File: src/rtl/dram_arbiter.sv
// dram_arbiter: two-master arbiter in front of a single-ported data RAM.
// m0 is the CPU MEM stage (fixed priority), m1 is the debug/DMA port.
// m1 is guaranteed a slot after STARVE_LIMIT back-to-back m0 grants.
// Optional macro DRAM_ARB_PERF_EN adds grant and stall performance counters.
module dram_arbiter #(
  parameter int WAIT_CYCLES  = 1,
  parameter int STARVE_LIMIT = 4
) (
  input  logic        clk,
  input  logic        rst,
  input  logic        m0_req,
  input  logic        m0_we,
  input  logic [31:0] m0_addr,
  input  logic [3:0]  m0_sel,
  input  logic [31:0] m0_wdata,
  output logic [31:0] m0_rdata,
  output logic        m0_ack,
  output logic        stallreq,
  input  logic        m1_req,
  input  logic        m1_we,
  input  logic [31:0] m1_addr,
  input  logic [3:0]  m1_sel,
  input  logic [31:0] m1_wdata,
  output logic [31:0] m1_rdata,
  output logic        m1_ack,
  output logic        ram_ce,
  output logic        ram_we,
  output logic [31:0] ram_addr,
  output logic [3:0]  ram_sel,
  output logic [31:0] ram_data_o,
  input  logic [31:0] ram_data_i
`ifdef DRAM_ARB_PERF_EN
  ,
  output logic [31:0] m0_grant_cnt,
  output logic [31:0] m1_grant_cnt,
  output logic [31:0] stall_cnt
`endif
);

  localparam logic [3:0] WAIT_LOAD  = 4'(WAIT_CYCLES);
  localparam logic [3:0] STARVE_MAX = 4'(STARVE_LIMIT);

  typedef enum logic [1:0] {
    IDLE   = 2'd0,
    ACCESS = 2'd1,
    DONE   = 2'd2
  } state_t;

  state_t      state_q, state_d;
  logic [3:0]  wait_q, wait_d;
  logic [3:0]  starve_q, starve_d;
  logic        winner_q, winner_d;
  logic        we_q, we_d;
  logic [31:0] addr_q, addr_d;
  logic [3:0]  sel_q, sel_d;
  logic [31:0] wdata_q, wdata_d;
  logic [31:0] m0_rdata_q, m0_rdata_d;
  logic [31:0] m1_rdata_q, m1_rdata_d;

  logic        grant;
  logic        grant_m1;

  // Arbitration: m0 wins unless m1 has been starved up to the limit.
  always_comb begin
    grant    = (state_q == IDLE) && (m0_req || m1_req);
    grant_m1 = m1_req && (!m0_req || (starve_q == STARVE_MAX));
  end

  // Next-state logic: one access phase of WAIT_CYCLES, then a single ack cycle.
  always_comb begin
    state_d = state_q;
    case (state_q)
      IDLE: begin
        if (grant) begin
          state_d = ACCESS;
        end
      end
      ACCESS: begin
        if (wait_q <= 4'd1) begin
          state_d = DONE;
        end
      end
      DONE: begin
        state_d = IDLE;
      end
      default: begin
        state_d = IDLE;
      end
    endcase
  end

  // Datapath: latch the winner's request, count access cycles, capture read data.
  always_comb begin
    wait_d     = wait_q;
    winner_d   = winner_q;
    we_d       = we_q;
    addr_d     = addr_q;
    sel_d      = sel_q;
    wdata_d    = wdata_q;
    m0_rdata_d = m0_rdata_q;
    m1_rdata_d = m1_rdata_q;

    if (grant) begin
      winner_d = grant_m1;
      wait_d   = WAIT_LOAD;
      if (grant_m1) begin
        we_d    = m1_we;
        addr_d  = m1_addr;
        sel_d   = m1_sel;
        wdata_d = m1_wdata;
      end else begin
        we_d    = m0_we;
        addr_d  = m0_addr;
        sel_d   = m0_sel;
        wdata_d = m0_wdata;
      end
    end

    if (state_q == ACCESS) begin
      if (wait_q != 4'd0) begin
        wait_d = wait_q - 4'd1;
      end
      if ((wait_q <= 4'd1) && !we_q) begin
        if (winner_q) begin
          m1_rdata_d = ram_data_i;
        end else begin
          m0_rdata_d = ram_data_i;
        end
      end
    end
  end

  // Starvation tracking: count m0 grants that bypass a waiting m1.
  always_comb begin
    starve_d = starve_q;
    if (!m1_req) begin
      starve_d = 4'd0;
    end else if (grant && grant_m1) begin
      starve_d = 4'd0;
    end else if (grant) begin
      if (starve_q < STARVE_MAX) begin
        starve_d = starve_q + 4'd1;
      end
    end
  end

  // Outputs: RAM strobes only during ACCESS, ack only during DONE.
  always_comb begin
    ram_ce     = (state_q == ACCESS);
    ram_we     = (state_q == ACCESS) && we_q;
    ram_addr   = addr_q;
    ram_sel    = sel_q;
    ram_data_o = wdata_q;
    m0_ack     = (state_q == DONE) && !winner_q;
    m1_ack     = (state_q == DONE) && winner_q;
    m0_rdata   = m0_rdata_q;
    m1_rdata   = m1_rdata_q;
    stallreq   = m0_req && !m0_ack;
  end

  // State register with synchronous active-low reset.
  always_ff @(posedge clk) begin
    if (!rst) begin
      state_q    <= IDLE;
      wait_q     <= 4'd0;
      starve_q   <= 4'd0;
      winner_q   <= 1'b0;
      we_q       <= 1'b0;
      addr_q     <= 32'd0;
      sel_q      <= 4'd0;
      wdata_q    <= 32'd0;
      m0_rdata_q <= 32'd0;
      m1_rdata_q <= 32'd0;
    end else begin
      state_q    <= state_d;
      wait_q     <= wait_d;
      starve_q   <= starve_d;
      winner_q   <= winner_d;
      we_q       <= we_d;
      addr_q     <= addr_d;
      sel_q      <= sel_d;
      wdata_q    <= wdata_d;
      m0_rdata_q <= m0_rdata_d;
      m1_rdata_q <= m1_rdata_d;
    end
  end

`ifdef DRAM_ARB_PERF_EN
  logic [31:0] m0_grant_cnt_q, m0_grant_cnt_d;
  logic [31:0] m1_grant_cnt_q, m1_grant_cnt_d;
  logic [31:0] stall_cnt_q, stall_cnt_d;

  // Performance counters: free-running, wrap naturally at 2^32.
  always_comb begin
    m0_grant_cnt_d = m0_grant_cnt_q + {31'd0, (grant && !grant_m1)};
    m1_grant_cnt_d = m1_grant_cnt_q + {31'd0, (grant && grant_m1)};
    stall_cnt_d    = stall_cnt_q + {31'd0, stallreq};
    m0_grant_cnt   = m0_grant_cnt_q;
    m1_grant_cnt   = m1_grant_cnt_q;
    stall_cnt      = stall_cnt_q;
  end

  // Performance counter registers, cleared by reset.
  always_ff @(posedge clk) begin
    if (!rst) begin
      m0_grant_cnt_q <= 32'd0;
      m1_grant_cnt_q <= 32'd0;
      stall_cnt_q    <= 32'd0;
    end else begin
      m0_grant_cnt_q <= m0_grant_cnt_d;
      m1_grant_cnt_q <= m1_grant_cnt_d;
      stall_cnt_q    <= stall_cnt_d;
    end
  end
`endif

endmodule

File: config.mk
export PLATFORM = sky130hd
export DESIGN_NAME = dram_arbiter
export DESIGN_NICKNAME = d
export VERILOG_FILES = /design/src/rtl/dram_arbiter.sv
export SDC_FILE = /design/constraint.sdc
export NUM_CORES = 1
export LEC_CHECK = 0
export ABC_AREA = 1
export BUFFER_PORTS_ARGS = -buffer_cell sky130_fd_sc_hd__buf_2
export CAP_MARGIN = 20
export CELL_PAD_IN_SITES_DETAIL_PLACEMENT = 1
export CELL_PAD_IN_SITES_GLOBAL_PLACEMENT = 1
export CORE_ASPECT_RATIO = 1.25
export CORE_MARGIN = 2
export CORE_UTILIZATION = 35
export CTS_BUF_LIST = sky130_fd_sc_hd__clkbuf_4
export DETAILED_ROUTE_END_ITERATION = 6
export PLACE_DENSITY = 0.85
export SLEW_MARGIN = 20
export SYNTH_ARGS = -nofsm -noshare
export SYNTH_HDL_FRONTEND = slang
export SYNTH_SLANG_ARGS = --single-unit
export TNS_END_PERCENT = 1
File: constraint.sdc
create_clock -name clk -period 3.1 [get_ports clk]
set_input_delay 0.155 -clock clk [delete_from_list [all_inputs] [get_ports clk]]
set_output_delay 0.155 -clock clk [all_outputs]
set_load 0.005 [all_outputs]
Yosys cells after proc, flatten, opt, wreduce, memory -nomap -nowiden
Index checks and enable logic that the tools add are counted.
{ "totals": {"regBits": 144, "out_inout_bits": 137, "word_cells": 53} }
{ "classes": {"n_addsub": 2, "order_cmp": 2, "n_eq_ne": 5, "mux": 10, "n_bitwise": 3, "n_reduce_logical": 21} }
{ "ops": {"columns": ["op", "n"], "rows": [
  ["32-bit two-way mux", 2],
  ["4-bit two-way mux", 4],
  ["1-bit logical AND", 8],
  ["3-bit AND reduction", 2],
  ["4-bit by 1-bit adder with 4-bit output (second input constant)", 1],
  ["4-bit by 3-bit equality test with 1-bit output (second input constant)", 1],
  ["4-bit by 1-bit less-or-equal comparator with 1-bit output (second input constant)", 1],
  ["1-bit logical NOT", 4],
  ["4-bit by 3-bit less-than comparator with 1-bit output (second input constant)", 1],
  ["2-bit two-way mux", 2],
  ["2-bit one-hot mux with 2 select lines", 1],
  ["2-bit AND reduction", 2],
  ["4-bit nonzero test", 1],
  ["4-bit by 1-bit subtractor with 4-bit output (second input constant)", 1],
  ["1-bit inverter", 3],
  ["3-bit OR reduction", 1],
  ["2-bit by 1-bit equality test with 1-bit output (second input constant)", 1],
  ["2-bit equality test (second input constant)", 1],
  ["2-bit logical NOT", 1],
  ["1-bit logical OR", 2],
  ["2-bit by 1-bit != test with 1-bit output (second input constant)", 1],
  ["2-bit != test (second input constant)", 1],
  ["1-bit two-way mux", 1]
]} }

Depth between registers and ports, before layout
Gate-level depths: netlist (run 1).
{ "depth": {"depth_word": 5, "depth_mapped": 11, "ltp_nobuf": 9} }

Worst setup path before layout (run 1)
No wires, ideal clock.
{ "synth_timing": {"kind": "register -> register", "from": "register starve_q[0]", "to": "register addr_q[23] (netlist: ram_addr[23])", "arrival_ps": 1440, "required_ps": 3044, "setup_slack_ps": 1605, "stages_incl_launch_ff": 12, "synth_period_minus_slack_ps": 1495, "path_cell_list": "dfxtp_1 -> inv_1 -> ha_1 -> nand3_1 -> nand2_1 -> nand2_1 -> buf_2 -> buf_4 -> nand2_1 -> nand3_1 -> nand2_1 -> inv_1"} }
{ "synth_via": {"elab_chain_len": 4} }
{ "synth_lines": {"columns": ["element", "line_no", "text"], "rows": [
  ["start: declaration", "51", "logic [3:0] starve_q, starve_d;"],
  ["start signal: assignment", "177", "starve_q <= starve_d;"],
  ["4-bit by 3-bit equality test with 1-bit output", "66", "grant_m1 = m1_req && (!m0_req || (starve_q == STARVE_MAX));"],
  ["1-bit logical OR", "66", null],
  ["1-bit logical AND", "66", null],
  ["32-bit two-way mux", "106", "if (grant_m1) begin"],
  ["end signal: assignment", "180", "addr_q <= addr_d;"],
  ["end: declaration", "54", "logic [31:0] addr_q, addr_d;"]
]} }
No other way between the ends.
A chain may end at the register's enable or synchronous reset.

Final worst setup path (run 1)
{ "layout_timing": {"from": "input m1_req", "to": "register addr_q[5] (netlist: ram_addr[5])"} }
{ "layout_via": {"elab_chain_len": 2, "word_cells_on_any_way": 4, "classes_between": "1 x mux; 3 x reduce/logical"} }
{ "layout_lines": {"columns": ["element", "line_no", "text"], "rows": [
  ["start: declaration", "19", "input logic m1_req,"],
  ["1-bit logical AND / 1-bit logical OR (equally long branches)", "66, 65", null],
  ["32-bit two-way mux / 1-bit logical AND (equally long branches)", "106, 65", null]
]} }
Several ways; a longest one is shown, not always the timed one.

==> results of run 1 <==
==> registers in the layout, indices dropped and copies added, names as in the netlist <==
name        count
m0_rdata       32
m1_rdata       32
ram_addr       32
ram_data_o     32
ram_sel         4
starve_q        4
wait_q          4
state_q         2
we_q            1
winner_q        1
==> worst max-delay path: stages <==
cell,delay [ns]
dlygate4sd3_1,0.58
buf_2,0.29
or2_4,0.20
nand2_4,0.08
inv_4,0.45
buf_4,0.38
nand3_1,0.12
dlygate4sd3_1,0.58
nand2_1,0.10
inv_1,0.08
==> what timing repair did <==
item,in CTS,in global routing
setup buffers,0,0
hold endpoints to repair,134,0
hold buffers,171,0
setup endpoints to repair,0,0
==> cell usage in the layout, fill, tap and decap left out <==
master / count
buf_2: 310
o211ai_1: 1
clkinv_4: 4
nand2_2: 3
o21ai_1: 1
diode_2: 7
a41oi_1: 1
o21ai_0: 3
ha_1: 4
nor2_1: 274
nand3_1: 211
inv_2: 7
inv_6: 1
nor3_1: 1
nand2_4: 1
nand4_1: 1
dlygate4sd3_1: 171
buf_12: 1
or2_4: 1
xor2_1: 2
nor2_4: 1
clkinv_2: 2
clkinvlp_4: 1
inv_1: 112
a21oi_1: 7
buf_4: 13
bufinv_16: 4
nor2_2: 5
dfxtp_1: 144
clkbuf_4: 17
inv_4: 1
clkinv_1: 3
or2_1: 1
or2_2: 1
nand2_1: 209
==> layer usage <==
metal  part of all wire  vias up  wire, microns
met2               0.52      407          16700
li1                   -     4149              -
met1               0.37     4244          12000
met4              0.053        2           1720
met3              0.061      107           1990
met5            0.00040        -             13
==> power by group through the flow <==
stage               logic [mW]  registers [mW]  clock network (mW)
floorplan                0.841            2.25                   0
global placement          1.34            2.22                   0
detailed placement        1.38            2.24                   0
CTS                       1.66            2.20                1.41
global route              1.98            2.24                1.48
finish                    1.81            2.22                1.40
==> worst paths after layout <==
check / from / endpoint / slack [ns]
setup / recovery: m1_req / ram_addr[5] / 0.47
hold / removal: m0_req / starve_q[2] / 0.15
setup reg to reg: starve_q[0] / ram_addr[1] / 0.51
hold reg to reg: starve_q[3] / starve_q[3] / 0.47
==> cell type report <==
class,count,area [sq um]
clock inverter,15,193
inverter,120,453
sequential,144,2880
fill,2570,8790
timing repair buffer,495,3380
antenna,7,17.5
multi-input combinational,728,3110
clock buffer,17,128
tap,236,295
==> kinds of logic after synthesis <==
| kind of cell | after synthesis | synth area share |
|---|---|---|
| AND/OR/NAND/NOR | 709 | 0.437 |
| buffers and inverters | 190 | 0.118 |
| flip-flops | 144 | 0.424 |
| AO/OA/AOI/OAI | 13 | 0.0105 |
| adder cells (fa/ha/maj) | 4 | 0.00737 |
| XOR/XNOR | 2 | 0.00258 |
==> stage by stage <==
step	cells	utilization	worst slack, ns	cell area [sq um]
after global placement	1552	0.437	1.24	8410
after global routing	1762	0.543	0.332	10500
after floorplan	1062	-	1.60	6800
after CTS	1755	0.542	0.646	10400
after detailed placement	1552	0.437	1.19	8410
final	1762	0.543	0.466	10500
==> impl_metrics.tcl, run 1 <==
set metrics [dict create \
    cts_resized 0 \
    clk_pin_slew_ns 0.10 \
    antenna_found_initial 8 \
    ant_nets 0 \
    switchingPower_mw 1.94 \
    crit_path_end_kind "register" \
    worst_ep_arrival_time_ns 3.05 \
    syn_nets 1240 \
    clock-sinks 144 \
    peakVddDrop_uv 249 \
    setup-tns-final_ns 0 \
    synth_most_common_cell "nor2_1" \
    cts_root_buf "clkbuf_4" \
    hold_slack_ns 0.150 \
    drc 0 \
    netlist_area_sq_um 6800 \
    worstMarginPinSlew_ns 0.857 \
    setup_violations 0 \
    fmax_ghz 0.380 \
    area_delta_synth_final_pct 54.0 \
    synthTopCellsByArea "dfxtp_1, nand3_1, nor2_1" \
    status "completed" \
    pwr_density_cell_nw_per_um2 519 \
    critPathRequiredTime_ns 3.51 \
    io_buffers 310 \
    grt_pass1_wl_microns 50200 \
    period_share 0.850 \
    drv_cap 0 \
    synth_ff_type "dfxtp_1" \
    drtIter0Drc 485 \
    crit_path_max_fanout 55 \
    insertion_delay_ns 0.56 \
    die_h_microns 160 \
    slew_violations 0 \
    synth_cell_types 27 \
    numCtsBuffers 17 \
    critPathLaunchType "input pin" \
    hold_depth 4 \
    crit_type "input pin to register" \
    p_leak_nw 5.63 \
    rsz0062_at_grt "no" \
    postSynthCellCount 1062 \
    synthDominantCellAreaShare 0.424 \
    synth_edf_count 0 \
    power_frac_seq 0.409 \
    yosys.area.top_type "dfxtp_1" \
    gp_congestion 0.812 \
    yosys_register_bits 144 \
    initial_core_util 0.353 \
    io_pins 311 \
    yosysWarnings 0 \
    grt_pass1_vias 9650 \
    cts_tree "built" \
    period_needed_ns 2.63 \
    drive_gt1_frac 0.246 \
    die_x_microns 129 \
    grt.busiest_layer "met2" \
    max_slew_margin 0.429 \
    grt_util_met2 0.566 \
    synth_seq_area_share 0.424 \
    hpwl_microns 16500 \
    cts_max_path_buffers 2 \
    grtUsageMet3 0.0683 \
    core_sq_um 19300 \
    pwr-share-comb 0.333 \
    pwr-share-clk 0.258 \
    routedWlPerCell_microns 18.4 \
    viasPerCell 5.06 \
    p_sw_frac 0.358 \
    hold_path.class "input pin to register" \
    post_synth.cell_area_avg_sq_um 6.40 \
    grt_start_max_net_pins 76 \
    met1_usage 0.323 \
    htreeDepth 4 \
    nets 1684 \
    vias 8909 \
    drt_wl_total_microns 32400 \
    hold_viol_final 0 \
    die-area_sq_um 20600 \
    track_usage 0.309 \
    dr.pass1.iters 5 \
    overflow 0 \
    power.total_mw 5.43 \
    p_int_mw 3.49 \
    reg2regPathDepth 11 \
    worst_clock_skew_ns 0.0493 \
    synth_commonest_cells "nor2_1, nand2_1, nand3_1" \
    num_rows 57 \
    async_flop_share 0 \
]
(Power assumes the default switching activity.)
==> run 2: changes to the inputs <==
ABC_AREA = 0   (was 1)
CORE_UTILIZATION = 32   (was 35)
PLACE_DENSITY = 0.75   (was 0.85)
clock period = 2.3 ns   (was 3.1 ns; I/O delays follow)
==> run 2 against run 1 <==
  * Via count rose by 0.39%
  * Clock power rose by 14%
  * Die area rose by 13%
  * Synthesized area rose by 3.8%
  * Critical path type is now register to register
  * Largest cell class is now multi-input gates
  * Largest power group unchanged
==> impl_metrics.tcl, run 2 <==
set metrics [dict create \
    status "completed" \
    numCtsBuffers 17 \
    synth_cell_types 45 \
    cts_max_path_buffers 2 \
    die_x_microns 137 \
    num_rows 60 \
    yosys.area.top_type "dfxtp_1" \
    postSynthCellCount 804 \
    synth_commonest_cells "dfxtp_1, a21oi_1, clkbuf_1" \
    core_sq_um 21600 \
    pwr-share-comb 0.312 \
    switchingPower_mw 2.33 \
    clock-sinks 144 \
    worstReg2RegEnd "ram_data_o[8]" \
    ant_nets 0 \
    io_pins 311 \
    grt_pass1_vias 9476 \
    crit_path_top_delay_cell "dlygate4sd3_1" \
    regToRegSetupSlack_ns 0.1 \
    crit_path_end_kind "register" \
    overflow 0 \
    area_delta_synth_final_pct 54.4 \
    fmax_ghz 0.454 \
    nets 1393 \
    grt_start_max_net_pins 76 \
    hold_path.class "input pin to register" \
    power_frac_seq 0.444 \
    dr.pass1.iters 4 \
    p_sw_frac 0.358 \
    fin_cells 1512 \
    place_inst 1298 \
    initial_core_util 0.326 \
    final_common_cell "buf_2" \
    io_buffers 310 \
    clk_pin_slew_ns 0.13 \
    worst_ep_arrival_time_ns 2.71 \
    holdPathEnd "winner_q" \
    insertion_delay_ns 0.57 \
    synthDominantCellAreaShare 0.409 \
    vias 8944 \
    most-common-layout-cells "buf_2, dlygate4sd3_1, dfxtp_1" \
    hold_viol_final 0 \
    worstMarginPinSlew_ns 0.921 \
    syn_nets 982 \
    drive_gt1_frac 0.340 \
    nFillCells 2549 \
    post_synth.cell_area_avg_sq_um 8.77 \
    drv_cap 0 \
    critPathLaunchType "register" \
    synthTopCellsByArea "dfxtp_1, a21oi_1, a311oi_1" \
    synth_most_common_cell "dfxtp_1" \
    cts_root_buf "clkbuf_4" \
    viasPerCell 5.92 \
    max_slew_margin 0.386 \
    die_h_microns 170 \
    crit_chain "inv_1 -> ha_1 -> nand4b_1 -> clkbuf_16 -> nand3_1 -> a311oi_1 -> dlygate4sd3_1" \
    synth_seq_area_share 0.409 \
    multiInputGateArea_sq_um 3670 \
    slew_violations 0 \
    pwr-share-clk 0.244 \
    reg2regPathDepth 7 \
    async_flop_share 0 \
    crit_type "register to register" \
    setup_violations 0 \
    grt_util_met2 0.458 \
    met1_usage 0.320 \
    hold_depth 3 \
    antenna_found_initial 4 \
    die-area_sq_um 23300 \
    drt_wl_total_microns 33100 \
    htreeDepth 4 \
    track_usage 0.274 \
    cp_slowest_stage_delay_ns 0.61 \
    hpwl_microns 18100 \
    period_share 0.958 \
    routedWlPerCell_microns 21.9 \
    period_needed_ns 2.20 \
    seqCellArea_sq_um 2880 \
    peakVddDrop_uv 275 \
    utilization 0.504 \
    r2r_start "starve_q[0]" \
    gp_congestion 0.803 \
    grt.busiest_layer "met2" \
    drc 0 \
    p_leak_nw 4.45 \
    yosysWarnings 0 \
    rsz0062_at_grt "yes" \
    worst_clock_skew_ns 0.0272 \
    netlist_area_sq_um 7050 \
    grtUsageMet3 0.0688 \
    drtIter0Drc 575 \
    synth_ff_type "dfxtp_1" \
    pwr_density_cell_nw_per_um2 598 \
    critPathRequiredTime_ns 2.81 \
    yosys_register_bits 144 \
    crit_path_max_fanout 18 \
    hp-start "m1_req" \
    synth_edf_count 0 \
    cts_tree "built" \
    p_int_mw 4.18 \
    grt_pass1_wl_microns 50800 \
]
[run 2: changes by cell type in the layout (fill, tap and decap cells not counted), sizes merged, moves of 3 or more]
cell,change
nor2,-273
nand2,-210
nand3,-142
a21oi,+129
inv,-106
a311oi,+70
o211ai,+70
o31ai,+66
nand4,+64
buf,+16
nor3b,+4
bufinv,-3
[run 2: logic make-up (layout without fill, tap and decap cells)]
logic type / Yosys count / after routing / synth area share
buf+inv: 131 / 555 / 0.0793
other cells: 0 / 5 / 0
simple gates: 168 / 168 / 0.139
flops: 144 / 144 / 0.409
compound gates: 357 / 357 / 0.366
fa+ha+maj: 4 / 4 / 0.00710
[run 2: power by group through the flow]
stage                     clock network [mW]  logic (mW)  registers (mW)
final                                   1.59        2.03            2.89
after CTS                               1.64        1.94            2.88
after detailed placement                   0        1.68            2.93
after global placement                     0        1.65            2.92
after floorplan                            0       0.932            2.93
after global routing                    1.75        2.18            2.92
[run 2: worst max path at each step]
stage	startpoint	to	slack, ns
2_1_floorplan	wait_q[0]	m1_rdata[10]	0.71
3_3_place_gp	m1_req	ram_sel[3]	0.49
3_5_place_dp	m1_req	ram_addr[2]	0.44
4_1_cts	state_q[1]	ram_we	0.13
5_1_grt	starve_q[0]	ram_data_o[8]	-0.03
6_report	starve_q[0]	ram_data_o[8]	0.1
[run 2: cell type report]
| type | count | area share |
|---|---|---|
| multi-input cells | 529 | 0.337 |
| clock inverters | 15 | 0.0123 |
| diodes | 5 | 0.00115 |
| inverters | 10 | 0.00368 |
| clock buffers | 17 | 0.0117 |
| repair buffers | 513 | 0.337 |
| flip-flops and latches | 144 | 0.265 |
| well taps | 279 | 0.0321 |
[run 2: worst max-delay path, delay by kind of cell (launching register included)]
| kind | cells | cell delay (ns) |
|---|---|---|
| buf+inv | 3 | 0.92 |
| simple gates | 2 | 0.26 |
| compound gates | 1 | 0.33 |
| flops | 1 | 0.41 |
| fa+ha+maj | 1 | 0.23 |
[run 2: through the flow]
stage               setup slack (ns)  hold WS (ns)  power [mW]  instance area [sq um]  setup TNS (ns)
floorplan                      0.708         0.233        3.87                   7050               0
global placement               0.488         0.389        4.57                   8830               0
detailed placement             0.435         0.391        4.61                   8830               0
CTS                            0.132        0.0345        6.45                  10800               0
global route                 -0.0324        0.0662        6.85                  10900         -0.0324
finish                        0.0957        0.0995        6.51                  10900               0
[run 2: repair_timing]
item | CTS | global route
setup buffers | 0 | 3
setup endpoints to repair | 1 | 12
hold endpoints to repair | 139 | 0
gates cloned | 0 | 2
resized for setup | 1 | 2
pin swaps | 0 | 1
hold buffers | 172 | 0
[run 2: routing by layer]
layer	vias up	share of wire
li1	4031	-
met1	4346	0.38
met2	452	0.50
met3	115	0.072
met4	0	0.049
met5	-	0
==> run 3: changes to the inputs <==
REMOVE_ABC_BUFFERS = 1   (was default)
==> run 3 against run 2 <==
  * First-iteration DRC count fell by 7.0%
  * Register-to-register slack worse by 0.05 ns
  * Critical endpoint is now ram_addr[23]
  * Maximum frequency shrank 2.2%
  * Largest power group unchanged
==> impl_metrics.tcl, run 3 (same netlist as run 2, synthesis figures left out) <==
set metrics [dict create \
    track_usage 0.279 \
    hpwl_microns 18100 \
    critPathLaunchType "register" \
    io_buffers 310 \
    grt_start_max_net_pins 72 \
    cts_tree "built" \
    worst_clock_skew_ns 0.0418 \
    die_x_microns 137 \
    nFillCells 2566 \
    num_rows 60 \
    routedWlPerCell_microns 22.7 \
    hold_slack_ns 0.364 \
    die-area_sq_um 23300 \
    crit_path_top_delay_cell "dlygate4sd3_1" \
    setup_violations 0 \
    viasPerCell 5.96 \
    hold_viol_final 0 \
    hold_path.class "input pin to register" \
    initial_core_util 0.326 \
    worst_slack_ns 0.0451 \
    status "completed" \
    period_needed_ns 2.25 \
    critPathRequiredTime_ns 2.79 \
    cts_max_path_buffers 2 \
    p_leak_nw 4.50 \
    crit_path_max_fanout 29 \
    clk_pin_slew_ns 0.16 \
    area_delta_synth_final_pct 55.7 \
    pre_cts_slack_ns 0.376 \
    crit_family "buffers and inverters" \
    clock-sinks 144 \
    io_pins 311 \
    vias 9008 \
    worstMarginPinSlew_ns 0.572 \
    period_share 0.980 \
    peakVddDrop_uv 322 \
    crit_type "register to register" \
    die_h_microns 170 \
    overflow 0 \
    ant_nets 0 \
    grt_pass1_vias 9346 \
    slew_violations 0 \
    drc 0 \
    setup-tns-final_ns 0 \
    critPathBufInv 3 \
    gp_congestion 0.766 \
    drive_gt1_frac 0.342 \
    drt_wl_total_microns 34300 \
    insertion_delay_ns 0.56 \
    most-common-layout-cells "buf_2, dlygate4sd3_1, dfxtp_1" \
    pwr_density_cell_nw_per_um2 618 \
    max_slew_margin 0.618 \
    final_common_cell "buf_2" \
    fmax_ghz 0.443 \
    htreeDepth 4 \
    worst_ep_arrival_time_ns 2.74 \
    drtIter0Drc 535 \
    cp_slowest_stage_delay_ns 0.64 \
    nets 1397 \
    drv_cap 0 \
    grt_pass1_wl_microns 51600 \
    crit_chain "inv_1 -> ha_1 -> nand4b_1 -> clkbuf_16 -> nand3_1 -> a311oi_2 -> dlygate4sd3_1" \
    crit_path_end_kind "register" \
    dr.pass1.iters 5 \
    cts_root_buf "clkbuf_4" \
    numCtsBuffers 17 \
    antenna_found_initial 1 \
    core_sq_um 21600 \
]
==> run 3: path summary, 6_finish.rpt <==
| kind | start | slack (ns) | cells past startpoint | end |
|---|---|---|---|---|
| worst min-delay path | m0_wdata[1] | 0.36 | 4 | ram_data_o[1] |
| worst max register to register | starve_q[0] | 0.05 | 7 | ram_addr[23] |
| worst min register to register | m0_rdata[9] | 0.48 | 2 | m0_rdata[9] |
| worst max-delay path | starve_q[0] | 0.05 | 7 | ram_addr[23] |
==> run 3: metrics by stage <==
step,std cells,power [mW],area (sq um),util
floorplan,683,3.74,6530,-
global placement,1298,4.59,8830,0.409
detailed placement,1298,4.62,8830,0.409
CTS,1502,6.68,10900,0.503
global route,1511,7.09,11000,0.508
finish,1511,6.78,11000,0.508
==> run 3: cell type report <==
type | instances | area [sq um] | area share
Inverter | 10 | 40.0 | 0.00365
Clock buffer | 19 | 143 | 0.0130
Sequential cell | 144 | 2880 | 0.262
Timing Repair Buffer | 517 | 3730 | 0.340
Antenna cell | 1 | 2.50 | 0.000228
Multi-Input combinational cell | 529 | 3670 | 0.335
Tap cell | 279 | 349 | 0.0318
Clock inverter | 12 | 159 | 0.0145
==> run 3: tightest hold or removal path, delay by kind of cell <==
| family | cells | cell delay [ns] |
|---|---|---|
| and+or+nand+nor | 1 | 0.05 |
| AOI/OAI and AO/OA | 1 | 0.08 |
| buffers and inverters | 2 | 0.64 |
==> run 3: timing repair <==
| item | in CTS | in global routing |
|---|---|---|
| endpoints found under the setup margin | 0 | 16 |
| hold buffers | 173 | 0 |
| setup buffers | 0 | 5 |
| resized for setup | 0 | 4 |
| hold endpoints to repair | 140 | 0 |
==> run 3: layer usage <==
layer  global-route usage  vias to the layer above  share of wire
met5                    0                        -              0
met4                0.108                        0          0.033
met3               0.0718                       82          0.080
met2                0.474                      493           0.50
met1                0.336                     4397           0.39
li1                     -                     4036              -
==> run 3: where the power goes <==
group	switching [mW]	internal [mW]	total [mW]	leakage [nW]
combinational	1.17	0.915	2.09	3.16
sequential	0.167	2.73	2.90	1.18
clock	1.01	0.782	1.80	0.160
total	2.35	4.43	6.78	4.50
